<file path="src/rtl/hdmi_data_island_decoder.sv">
// HDMI data-island sink: de-serialises 32-cycle TERC4-decoded packets, checks BCH ECC and framing,
// and extracts ACR (CTS/N) and 16-bit L/R audio samples from accepted packets.
module hdmi_data_island_decoder #(
  parameter int DROP_BAD = 1,
  parameter int CNT_W    = 16
) (
  input  logic             i_pixclk,
  input  logic             i_rst_n,
  input  logic             i_data,
  input  logic [3:0]       i_d0,
  input  logic [3:0]       i_d1,
  input  logic [3:0]       i_d2,
  output logic             o_pkt_valid,
  output logic [23:0]      o_pkt_hdr,
  output logic [223:0]     o_pkt_sub,
  output logic [4:0]       o_ecc_ok,
  output logic             o_frame_err,
  output logic [19:0]      o_cts,
  output logic [19:0]      o_n,
  output logic             o_acr_valid,
  output logic [15:0]      o_audio_l,
  output logic [15:0]      o_audio_r,
  output logic             o_audio_valid,
  output logic [CNT_W-1:0] o_err_count
);

  localparam logic [7:0] HB0_ACR   = 8'h01;
  localparam logic [7:0] HB0_AUDIO = 8'h02;

  function automatic logic [7:0] f_step(input logic [7:0] code, input logic b);
    f_step = {code[6:0], 1'b0} ^ ((code[7] ^ b) ? 8'hC1 : 8'h00);
  endfunction

  function automatic logic [7:0] f_rev(input logic [7:0] v);
    for (int unsigned j = 0; j < 8; j++) f_rev[j] = v[7-j];
  endfunction

  function automatic logic [1:0] f_low(input logic [3:0] m);
    f_low = m[0] ? 2'd0 : m[1] ? 2'd1 : m[2] ? 2'd2 : 2'd3;
  endfunction

  logic             r_data_q;
  logic             r_active;
  logic             r_first;
  logic [4:0]       r_cnt;
  logic [23:0]      r_hdr;
  logic [7:0]       r_hpar;
  logic [7:0]       r_hcode;
  logic [3:0][55:0] r_sub;
  logic [3:0][7:0]  r_spar;
  logic [3:0][7:0]  r_scode;
  logic             r_ferr;
  logic [3:0]       r_amask;
  logic [3:0][55:0] r_psub;

  logic             w_rise;
  logic             w_act;
  logic             w_done;
  logic [4:0]       w_c;
  logic [23:0]      w_hdr_nxt;
  logic [7:0]       w_hpar_nxt;
  logic [7:0]       w_hcode_nxt;
  logic [7:0]       w_hbase;
  logic [3:0][55:0] w_sub_nxt;
  logic [3:0][7:0]  w_spar_nxt;
  logic [3:0][7:0]  w_scode_nxt;
  logic [7:0]       w_sbase;
  logic             w_fmis;
  logic             w_ferr_nxt;
  logic [4:0]       w_ecc;
  logic             w_bad;
  logic             w_accept;
  logic [3:0]       w_amask;
  logic [1:0]       w_k0;
  logic [1:0]       w_kc;
  logic             w_unused_sync;

  // Sync bits are recovered elsewhere; kept only to document that they are deliberately dropped.
  assign w_unused_sync = &i_d0[1:0];

  assign w_rise = i_data & ~r_data_q;
  assign w_act  = i_data & (r_active | w_rise);
  assign w_c    = w_rise ? 5'd0 : r_cnt;
  assign w_done = w_act && (w_c == 5'd31);

  always_comb begin
    w_hbase     = (w_c == 5'd0) ? 8'h00 : r_hcode;
    w_hdr_nxt   = r_hdr;
    w_hpar_nxt  = r_hpar;
    w_hcode_nxt = w_hbase;
    if (w_c < 5'd24) begin
      w_hdr_nxt   = {i_d0[2], r_hdr[23:1]};
      w_hcode_nxt = f_step(w_hbase, i_d0[2]);
    end else begin
      w_hpar_nxt  = {i_d0[2], r_hpar[7:1]};
    end
    w_ecc[0] = (w_hpar_nxt == f_rev(w_hcode_nxt));

    w_sub_nxt   = r_sub;
    w_spar_nxt  = r_spar;
    w_scode_nxt = r_scode;
    w_sbase     = 8'h00;
    for (int unsigned k = 0; k < 4; k++) begin
      w_sbase = (w_c == 5'd0) ? 8'h00 : r_scode[k];
      w_scode_nxt[k] = w_sbase;
      if (w_c < 5'd28) begin
        w_sub_nxt[k]   = {i_d2[k], i_d1[k], r_sub[k][55:2]};
        w_scode_nxt[k] = f_step(f_step(w_sbase, i_d1[k]), i_d2[k]);
      end else begin
        w_spar_nxt[k]  = {i_d2[k], i_d1[k], r_spar[k][7:2]};
      end
      w_ecc[k+1] = (w_spar_nxt[k] == f_rev(w_scode_nxt[k]));
    end

    // Framing bit is low only at the very first cycle of an island.
    w_fmis     = i_d0[3] != !(r_first && (w_c == 5'd0));
    w_ferr_nxt = (w_c == 5'd0) ? w_fmis : (r_ferr | w_fmis);
    w_bad      = (w_ecc != 5'h1F) || w_ferr_nxt;
    w_accept   = !w_bad || (DROP_BAD == 0);
    w_amask    = w_hdr_nxt[11:8];
    w_k0       = f_low(w_amask);
    w_kc       = f_low(r_amask);
  end

  always_ff @(posedge i_pixclk or negedge i_rst_n) begin
    if (!i_rst_n) begin
      r_data_q      <= 1'b1;
      r_active      <= 1'b0;
      r_first       <= 1'b1;
      r_cnt         <= '0;
      r_hdr         <= '0;
      r_hpar        <= '0;
      r_hcode       <= '0;
      r_sub         <= '0;
      r_spar        <= '0;
      r_scode       <= '0;
      r_ferr        <= 1'b0;
      r_amask       <= '0;
      r_psub        <= '0;
      o_pkt_valid   <= 1'b0;
      o_pkt_hdr     <= '0;
      o_ecc_ok      <= '0;
      o_frame_err   <= 1'b0;
      o_cts         <= '0;
      o_n           <= '0;
      o_acr_valid   <= 1'b0;
      o_audio_l     <= '0;
      o_audio_r     <= '0;
      o_audio_valid <= 1'b0;
      o_err_count   <= '0;
    end else begin
      r_data_q      <= i_data;
      o_pkt_valid   <= 1'b0;
      o_acr_valid   <= 1'b0;
      o_audio_valid <= 1'b0;

      if (r_amask != 4'd0) begin
        o_audio_valid <= 1'b1;
        o_audio_l     <= r_psub[w_kc][23:8];
        o_audio_r     <= r_psub[w_kc][47:32];
        r_amask       <= r_amask & (r_amask - 4'd1);
      end

      if (w_act) begin
        r_active <= 1'b1;
        r_cnt    <= w_c + 5'd1;
        r_hdr    <= w_hdr_nxt;
        r_hpar   <= w_hpar_nxt;
        r_hcode  <= w_hcode_nxt;
        r_sub    <= w_sub_nxt;
        r_spar   <= w_spar_nxt;
        r_scode  <= w_scode_nxt;
        r_ferr   <= w_ferr_nxt;
        if (w_done) begin
          r_first     <= 1'b0;
          o_ecc_ok    <= w_ecc;
          o_frame_err <= w_ferr_nxt;
          if (w_bad && (o_err_count != '1)) o_err_count <= o_err_count + CNT_W'(1);
          if (w_accept) begin
            o_pkt_valid <= 1'b1;
            o_pkt_hdr   <= w_hdr_nxt;
            r_psub      <= w_sub_nxt;
            r_amask     <= '0;
            if (w_hdr_nxt[7:0] == HB0_ACR) begin
              o_acr_valid <= 1'b1;
              o_cts       <= {w_sub_nxt[0][11:8], w_sub_nxt[0][23:16], w_sub_nxt[0][31:24]};
              o_n         <= {w_sub_nxt[0][35:32], w_sub_nxt[0][47:40], w_sub_nxt[0][55:48]};
            end
            // First sample leaves with the packet strobe; the rest drain from r_amask.
            if ((w_hdr_nxt[7:0] == HB0_AUDIO) && (w_amask != 4'd0)) begin
              o_audio_valid <= 1'b1;
              o_audio_l     <= w_sub_nxt[w_k0][23:8];
              o_audio_r     <= w_sub_nxt[w_k0][47:32];
              r_amask       <= w_amask & (w_amask - 4'd1);
            end
          end
        end
      end else if (!i_data) begin
        r_active <= 1'b0;
        r_cnt    <= '0;
        r_first  <= 1'b1;
        if (r_active && (r_cnt != 5'd0)) begin
          r_hcode <= '0;
          r_scode <= '0;
          if (o_err_count != '1) o_err_count <= o_err_count + CNT_W'(1);
        end
      end
    end
  end

  assign o_pkt_sub = r_psub;

endmodule

</file>
<file path="config.mk">
export PLATFORM = sky130hd
export DESIGN_NAME = hdmi_data_island_decoder
export DESIGN_NICKNAME = d
export VERILOG_FILES = /design/src/rtl/hdmi_data_island_decoder.sv
export SDC_FILE = /design/constraint.sdc
export NUM_CORES = 1
export LEC_CHECK = 0
export ABC_AREA = 0
export BUFFER_PORTS_ARGS = -buffer_cell sky130_fd_sc_hd__buf_2
export CAP_MARGIN = 20
export CORE_MARGIN = 5
export CORE_UTILIZATION = 25
export CTS_BUF_LIST = sky130_fd_sc_hd__clkbuf_4 sky130_fd_sc_hd__clkbuf_8
export CTS_CLUSTER_DIAMETER = 200
export DETAILED_ROUTE_END_ITERATION = 8
export PLACE_DENSITY = 0.45
export SYNTH_ARGS = -nofsm -noshare
export SYNTH_HDL_FRONTEND = slang
export SYNTH_SLANG_ARGS = --single-unit
</file>
<file path="constraint.sdc">
create_clock -name i_pixclk -period 7.1 [get_ports i_pixclk]
set_input_delay 0 -clock i_pixclk [delete_from_list [all_inputs] [get_ports i_pixclk]]
set_output_delay 0 -clock i_pixclk [all_outputs]
set_load 0.005 [all_outputs]
</file>
# Word level (Yosys, flattened, before mapping)

Index checks and enable logic that the tools add are counted.

Flip-flop bits (word level): 686
Bits in latches: 0
Bits in writable memories: 0
Bits in read-only memories: 0
Input bits: 15
Output and inout port bits: 345
Word-level logic and storage cells: 190
Memories kept: 0

Add/subtract/negate cells: 4
Multipliers: 0
Div/mod/pow operators: 0
Magnitude comparators: 4
Equal/unequal tests: 14
Shift operators: 0
Multiplexer cells: 87
Bitwise logic cells: 26
Reduce and logical (&&, ||, !) cells: 19

Operator list:

| operator                | count |
|---|---|
| $mux W16                | 16 |
| $bmux W56 S2            | 2 |
| $mux W56                | 4 |
| $mux W8                 | 27 |
| $mux W32                | 3 |
| $mux W48                | 2 |
| $xor A8 B8 Y8           | 9 |
| $eq A8 B8 Y1            | 5 |
| $mux W24                | 1 |
| $mux W1                 | 20 |
| $mux W4                 | 5 |
| $add A16 B1 Y16 const B | 1 |
| $ne A16 B16 Y1 const B  | 1 |
| $mux W5                 | 3 |
| $lt A5 B5 Y1 const B    | 2 |
| $xor A1 B1 Y1           | 9 |
| $and A4 B4 Y4           | 2 |
| $eq A8 B1 Y1 const B    | 1 |
| $eq A8 B2 Y1 const B    | 1 |
| $mux W2                 | 4 |
| $reduce_bool A4 Y1      | 2 |
| $sub A4 B1 Y4 const B   | 2 |
| $lt A2 B3 Y1 const B    | 2 |
| $ne A2 B1 Y1 const B    | 3 |
| other kinds (17)        | 27 |

# Longest topological paths before layout

Depth after elaboration: 19
Gate-level depth with buffers: 21
Depth with buffers taken out: 13

# Worst setup path after synthesis

Ideal clock, no wire load.

Path type: register to register
Start point: reg r_data_q
End point: reg o_cts[2]
Setup time: 0.125 ns
Data arrival time: 4.091 ns
Required time: 6.975 ns
Setup slack: 2.885 ns
Stages on the path, launching flop included: 20
Buffers on the path: 6
Clock period less this slack: 4.215 ns
Cell sequence: dfstp_2 nand2b_1 buf_2 nand2_1 ha_1 and3b_1 clkbuf_1 nor2_2 buf_2 buf_1 nand2_1 xnor2_1 a221oi_1 nand4_1 nor3_4 nand3_4 buf_2 nor2_1 buf_2 mux2_2

Cells in the longest elaborated chain, start to end: 17
Elaborated cells on any way between the ends: 69
Classes of those cells: 2 x order compare; 9 x eq/ne; 28 x mux; 24 x bitwise; 6 x reduce/logical

RTL lines:

| item                               | RTL line | text |
|---|---|---|
| from (decl)                        | 42       | `logic r_data_q;` |
| from (signal assigned)             | 152      | `r_data_q <= i_data;` |
| $not A1 Y1 *                       | 81       | `assign w_rise = i_data & ~r_data_q;` |
| $and A1 B1 Y1 *                    | 81       |  |
| $mux W5                            | 83       | `assign w_c = w_rise ? 5'd0 : r_cnt;` |
| $logic_not A5 Y1                   | --       |  |
| $mux W8                            | 104      | `w_sbase = (w_c == 5'd0) ? 8'h00 : r_scode[k];` |
| $xor A1 B1 Y1                      | 31       | `f_step = {code[6:0], 1'b0} ^ ((code[7] ^ b) ? 8'hC1 : 8'h00);` |
| $mux W8                            | 31       |  |
| $xor A8 B8 Y8                      | 31       |  |
| $xor A1 B1 Y1                      | 31       |  |
| $mux W8                            | 31       |  |
| $xor A8 B8 Y8                      | 31       |  |
| $mux W8                            | 106      | `if (w_c < 5'd28) begin` |
| $eq A8 B8 Y1                       | 112      | `w_ecc[k+1] = (w_spar_nxt[k] == f_rev(w_scode_nxt[k]));` |
| $ne A5 B5 Y1                       | 118      | `w_bad = (w_ecc != 5'h1F) \|\| w_ferr_nxt;` |
| $logic_or A1 B1 Y1                 | 118      |  |
| $not A1 Y1 (no source line)        | --       |  |
| $reduce_and A4 Y1 (no source line) | --       |  |
| to (signal assigned)               | 186      | `o_cts <= {w_sub_nxt[0][11:8], w_sub_nxt[0][23:16], w_sub_nxt[0][31:24]};` |
| to (decl)                          | 18       | `output logic [19:0] o_cts,` |

Mark *: on every way between the ends. The rest lies on a longest branch, timed or not.
A chain may end at the register's enable or synchronous reset.

# Worst setup path in the final report

Start point: reg r_data_q
End point: reg r_psub (netlist bit o_pkt_sub[150])

Cells in the longest elaborated chain, start to end: 17
Elaborated cells on any way between the ends: 67
Classes of those cells: 2 x order compare; 8 x eq/ne; 27 x mux; 24 x bitwise; 6 x reduce/logical

RTL lines:

| item                               | RTL line | text |
|---|---|---|
| $not A1 Y1 *                       | 81       |  |
| $and A1 B1 Y1 *                    | 81       |  |
| $mux W5                            | 83       |  |
| $logic_not A5 Y1                   | --       |  |
| $mux W8                            | 104      |  |
| $xor A1 B1 Y1                      | 31       |  |
| $mux W8                            | 31       |  |
| $xor A8 B8 Y8                      | 31       |  |
| $xor A1 B1 Y1                      | 31       |  |
| $mux W8                            | 31       |  |
| $xor A8 B8 Y8                      | 31       |  |
| $mux W8                            | 106      |  |
| $eq A8 B8 Y1                       | 112      |  |
| $ne A5 B5 Y1                       | 118      |  |
| $logic_or A1 B1 Y1                 | 118      |  |
| $not A1 Y1 (no source line)        | --       |  |
| $reduce_and A3 Y1 (no source line) | --       |  |
| to (signal assigned)               | 182      | `r_psub <= w_sub_nxt;` |
| to (decl)                          | 54       | `logic [3:0][55:0] r_psub;` |

Marks and branches as above.

==> qor.yml <==
grt_overflow: 0
crit_family: "simple AND/OR/NAND/NOR gates"
fmax_ghz: 0.188
worstSetupEndpointType: "register"
post_drt_wl_per_cell_um: 20.5
grt_max_degree: 188
p_leak_nw: 19.3
rows: 133
powerDensity_nw_per_um2: 271
status: "finished, final reports clean"
use_met2_pct: 22.9
drt_iter0_markers: 1801
power_mw: 10.9
cts-buffers-inserted: 137
cts-root-buf: "clkbuf_8"
grt_pass1_wl_um: 175000
worstMarginPinSlew_ns: 1.12
antenna_found_initial: 3
clock_latency_ns: 0.85
worstPathCellList: "nand2b_1 -> nand2_1 -> ha_1 -> nand3b_1 -> buf_4 -> nand3_1 -> and4b_1 -> a2111oi_4 -> nand4_1 -> or4_4 -> nor3_4 -> nand3_4 -> buf_12 -> buf_4 -> nand2_1 -> o21ai_0"
slowest_delay_ns: 0.59
start_kind: "register"
ys_seq_elements: 686
grt_use_total_pct: 16.3
worstPathRequired_ns: 7.79
critPathArrivalTime_ns: 6.01
synth_area_per_cell_um2: 9.47
critPathKind: "reg2reg"
use_met1_pct: 23.7
synth_area_um2: 33200
start_util_pct: 25.2
design.core.area_um2: 132000
cts_sinks: 686
post_cts_buffers: 0
finalSetupTns_ns: 0
maxCapViolations: 0
hold_viol_final: 0
final_common_cell: "nand2_1"
slowest_stage: "dfstp_2"
cts_htree_levels: 4
ys.warnings.count: 0
synthesis.nets: 3528
nets: 3839
dieHeight_um: 375
path_max_fanout: 187
drv_slew: 0
ys_seq_area_share_pct: 51.7
cts_tree: "yes"
port_buffers: 357
ir_drop_mv: 0.175
period_share_pct: 74.9
layout_common_cells: "nand2_1, dfrtp_1, buf_2"
drive_gt1_share_pct: 20.4
io_pins: 360
period_minus_slack_ns: 5.32
areaGrowthSynthToFinish_pct: 20.7
cts.path.max_buffers: 3
clock_skew_ns: 0.0530
netlist_instances: 3509
crit_buf_inv: 3
grt_setup_unrepaired: "false"
setup_viol: 0
path_clk_slew_ns: 0.06
postRouteAntennaNets: 0
grt_pass1_vias: 25610
busiest_layer: "met1"
dr_total_vias: 26038
async_flop_share_pct: 100
via_per_inst: 4.58
finalWeightedCongestion: 0.784
die_area_um2: 140000
drc: 0
grt_util_met3_pct: 5.03
final_core_util_pct: 30.4
nFillCells: 13880
slew_headroom_pct: 25.4
die-width_um: 375
hpwlAfterDp_um: 77800
synth_cell_types: 81
ys.flop_type: "dfrtp_1"
firstDrtPassIters: 7
synth-edff-count: 0
hp-class: "in2reg"
wirelength_um: 117000
cell families after synthesis:
logic type      Yosys count  synth area share (%)
other cells               1                0.0113
xor+xnor                 89                  2.43
flops                   686                  51.7
buf+inv                 293                  3.53
compound gates          604                  10.5
fa+ha+maj                 4                 0.151
simple gates           1360                  16.8
mux                     472                  14.9
what timing repair did:
action / in CTS / in global routing
hold endpoints to repair: 678 / 0
resized for setup: 0 / 0
hold buffers: 20 / 0
area by class of cell:
cell class / count / area (um2) / area share (%)
Sequential cell: 686 / 17200 / 42.8
Multi-Input combinational cell: 2530 / 15000 / 37.3
Clock buffer: 217 / 2680 / 6.68
Timing Repair Buffer: 427 / 2570 / 6.41
Tap cell: 1755 / 2200 / 5.48
Clock inverter: 28 / 362 / 0.902
Inverter: 38 / 143 / 0.356
Antenna cell: 5 / 12.5 / 0.0312
power by group:
group          total [mW]  leakage (nW)  internal (mW)  switching (mW)
registers            4.67          9.28           4.22           0.452
clock network        4.50          1.60           2.60            1.90
logic                1.68          8.39          0.604            1.08
cells in the mapped netlist, types with 7 or more instances:
cell type     n  area share [%]
a211oi_1     50             1.1
a21oi_1     123             1.9
a22o_1       22            0.58
a31oi_1      17            0.32
a32oi_1       7            0.18
and2_1        8            0.15
and3_1        9            0.17
buf_1        11            0.12
buf_2        23            0.35
clkbuf_1    214             2.4
dfrtp_1     684              52
inv_1        37            0.42
mux2_2       94             3.2
mux2_4       24             1.1
mux2i_1     354              11
nand2_1    1059              12
nand3_1      31            0.47
nand4_1      19            0.36
nor2_1      147             1.7
nor3_1       26            0.39
nor4_1        7            0.13
nor4bb_1      7            0.21
o211ai_1     11            0.25
o21ai_0     323             4.9
xnor2_1      53             1.4
xor2_1       34            0.90
state kept, by name, indices dropped and copies added, names as in the netlist, 8 cells and up:
register,cells
o_audio_r,16
o_err_count,16
r_spar,32
o_audio_l,16
r_scode,32
r_hcode,8
o_pkt_sub,224
o_cts,20
o_pkt_hdr,24
r_hpar,8
r_hdr,24
o_n,20
r_sub,224
worst register-to-register path: stages (launching register included):
cell,delay [ns]
dfstp_2,0.59
nand2b_1,0.38
nand2_1,0.13
ha_1,0.26
nand3b_1,0.52
buf_4,0.32
nand3_1,0.13
and4b_1,0.27
a2111oi_4,0.31
nand4_1,0.14
or4_4,0.57
nor3_4,0.24
nand3_4,0.22
buf_12,0.29
buf_4,0.53
nand2_1,0.21
o21ai_0,0.08
metal layers:
| metal | routed length [um] | part of all wire (%) |
|---|---|---|
| met1 | 56600 | 49 |
| met5 | 0 | 0 |
| met3 | 8430 | 7.2 |
| met4 | 3280 | 2.8 |
| met2 | 48200 | 41 |
final timing paths:
path / startpoint / end / slack, ns / depth (start not counted)
max in group asynchronous: i_rst_n / r_sub[48]$_DFFE_PN0P_ / 5.36 / 5
max reg2reg: r_data_q$_DFF_PN1_ / o_pkt_sub[150]$_DFFE_PN0P_ / 1.78 / 16
min reg2reg: r_first$_DFFE_PN1P_ / r_first$_DFFE_PN1P_ / 0.46 / 2
min: i_d1[3] / r_sub[222]$_DFFE_PN0P_ / 0.14 / 4
max: r_data_q$_DFF_PN1_ / o_pkt_sub[150]$_DFFE_PN0P_ / 1.78 / 16
min in group asynchronous: i_rst_n / o_pkt_sub[56]$_DFFE_PN0P_ / 0.45 / 4
stage by stage:
| step | setup slack [ns] | hold slack [ns] | cell area [um2] | std cells |
|---|---|---|---|---|
| floorplan | 2.88 | -0.296 | 33200 | 3509 |
| global placement | 1.89 | 0.0809 | 36800 | 5413 |
| detailed placement | 1.80 | 0.0758 | 36800 | 5414 |
| CTS | 1.76 | 0.0178 | 40100 | 5679 |
| global route | 1.36 | 0.0871 | 40100 | 5683 |
| finish | 1.78 | 0.137 | 40100 | 5686 |
(Power assumes the default switching activity.)
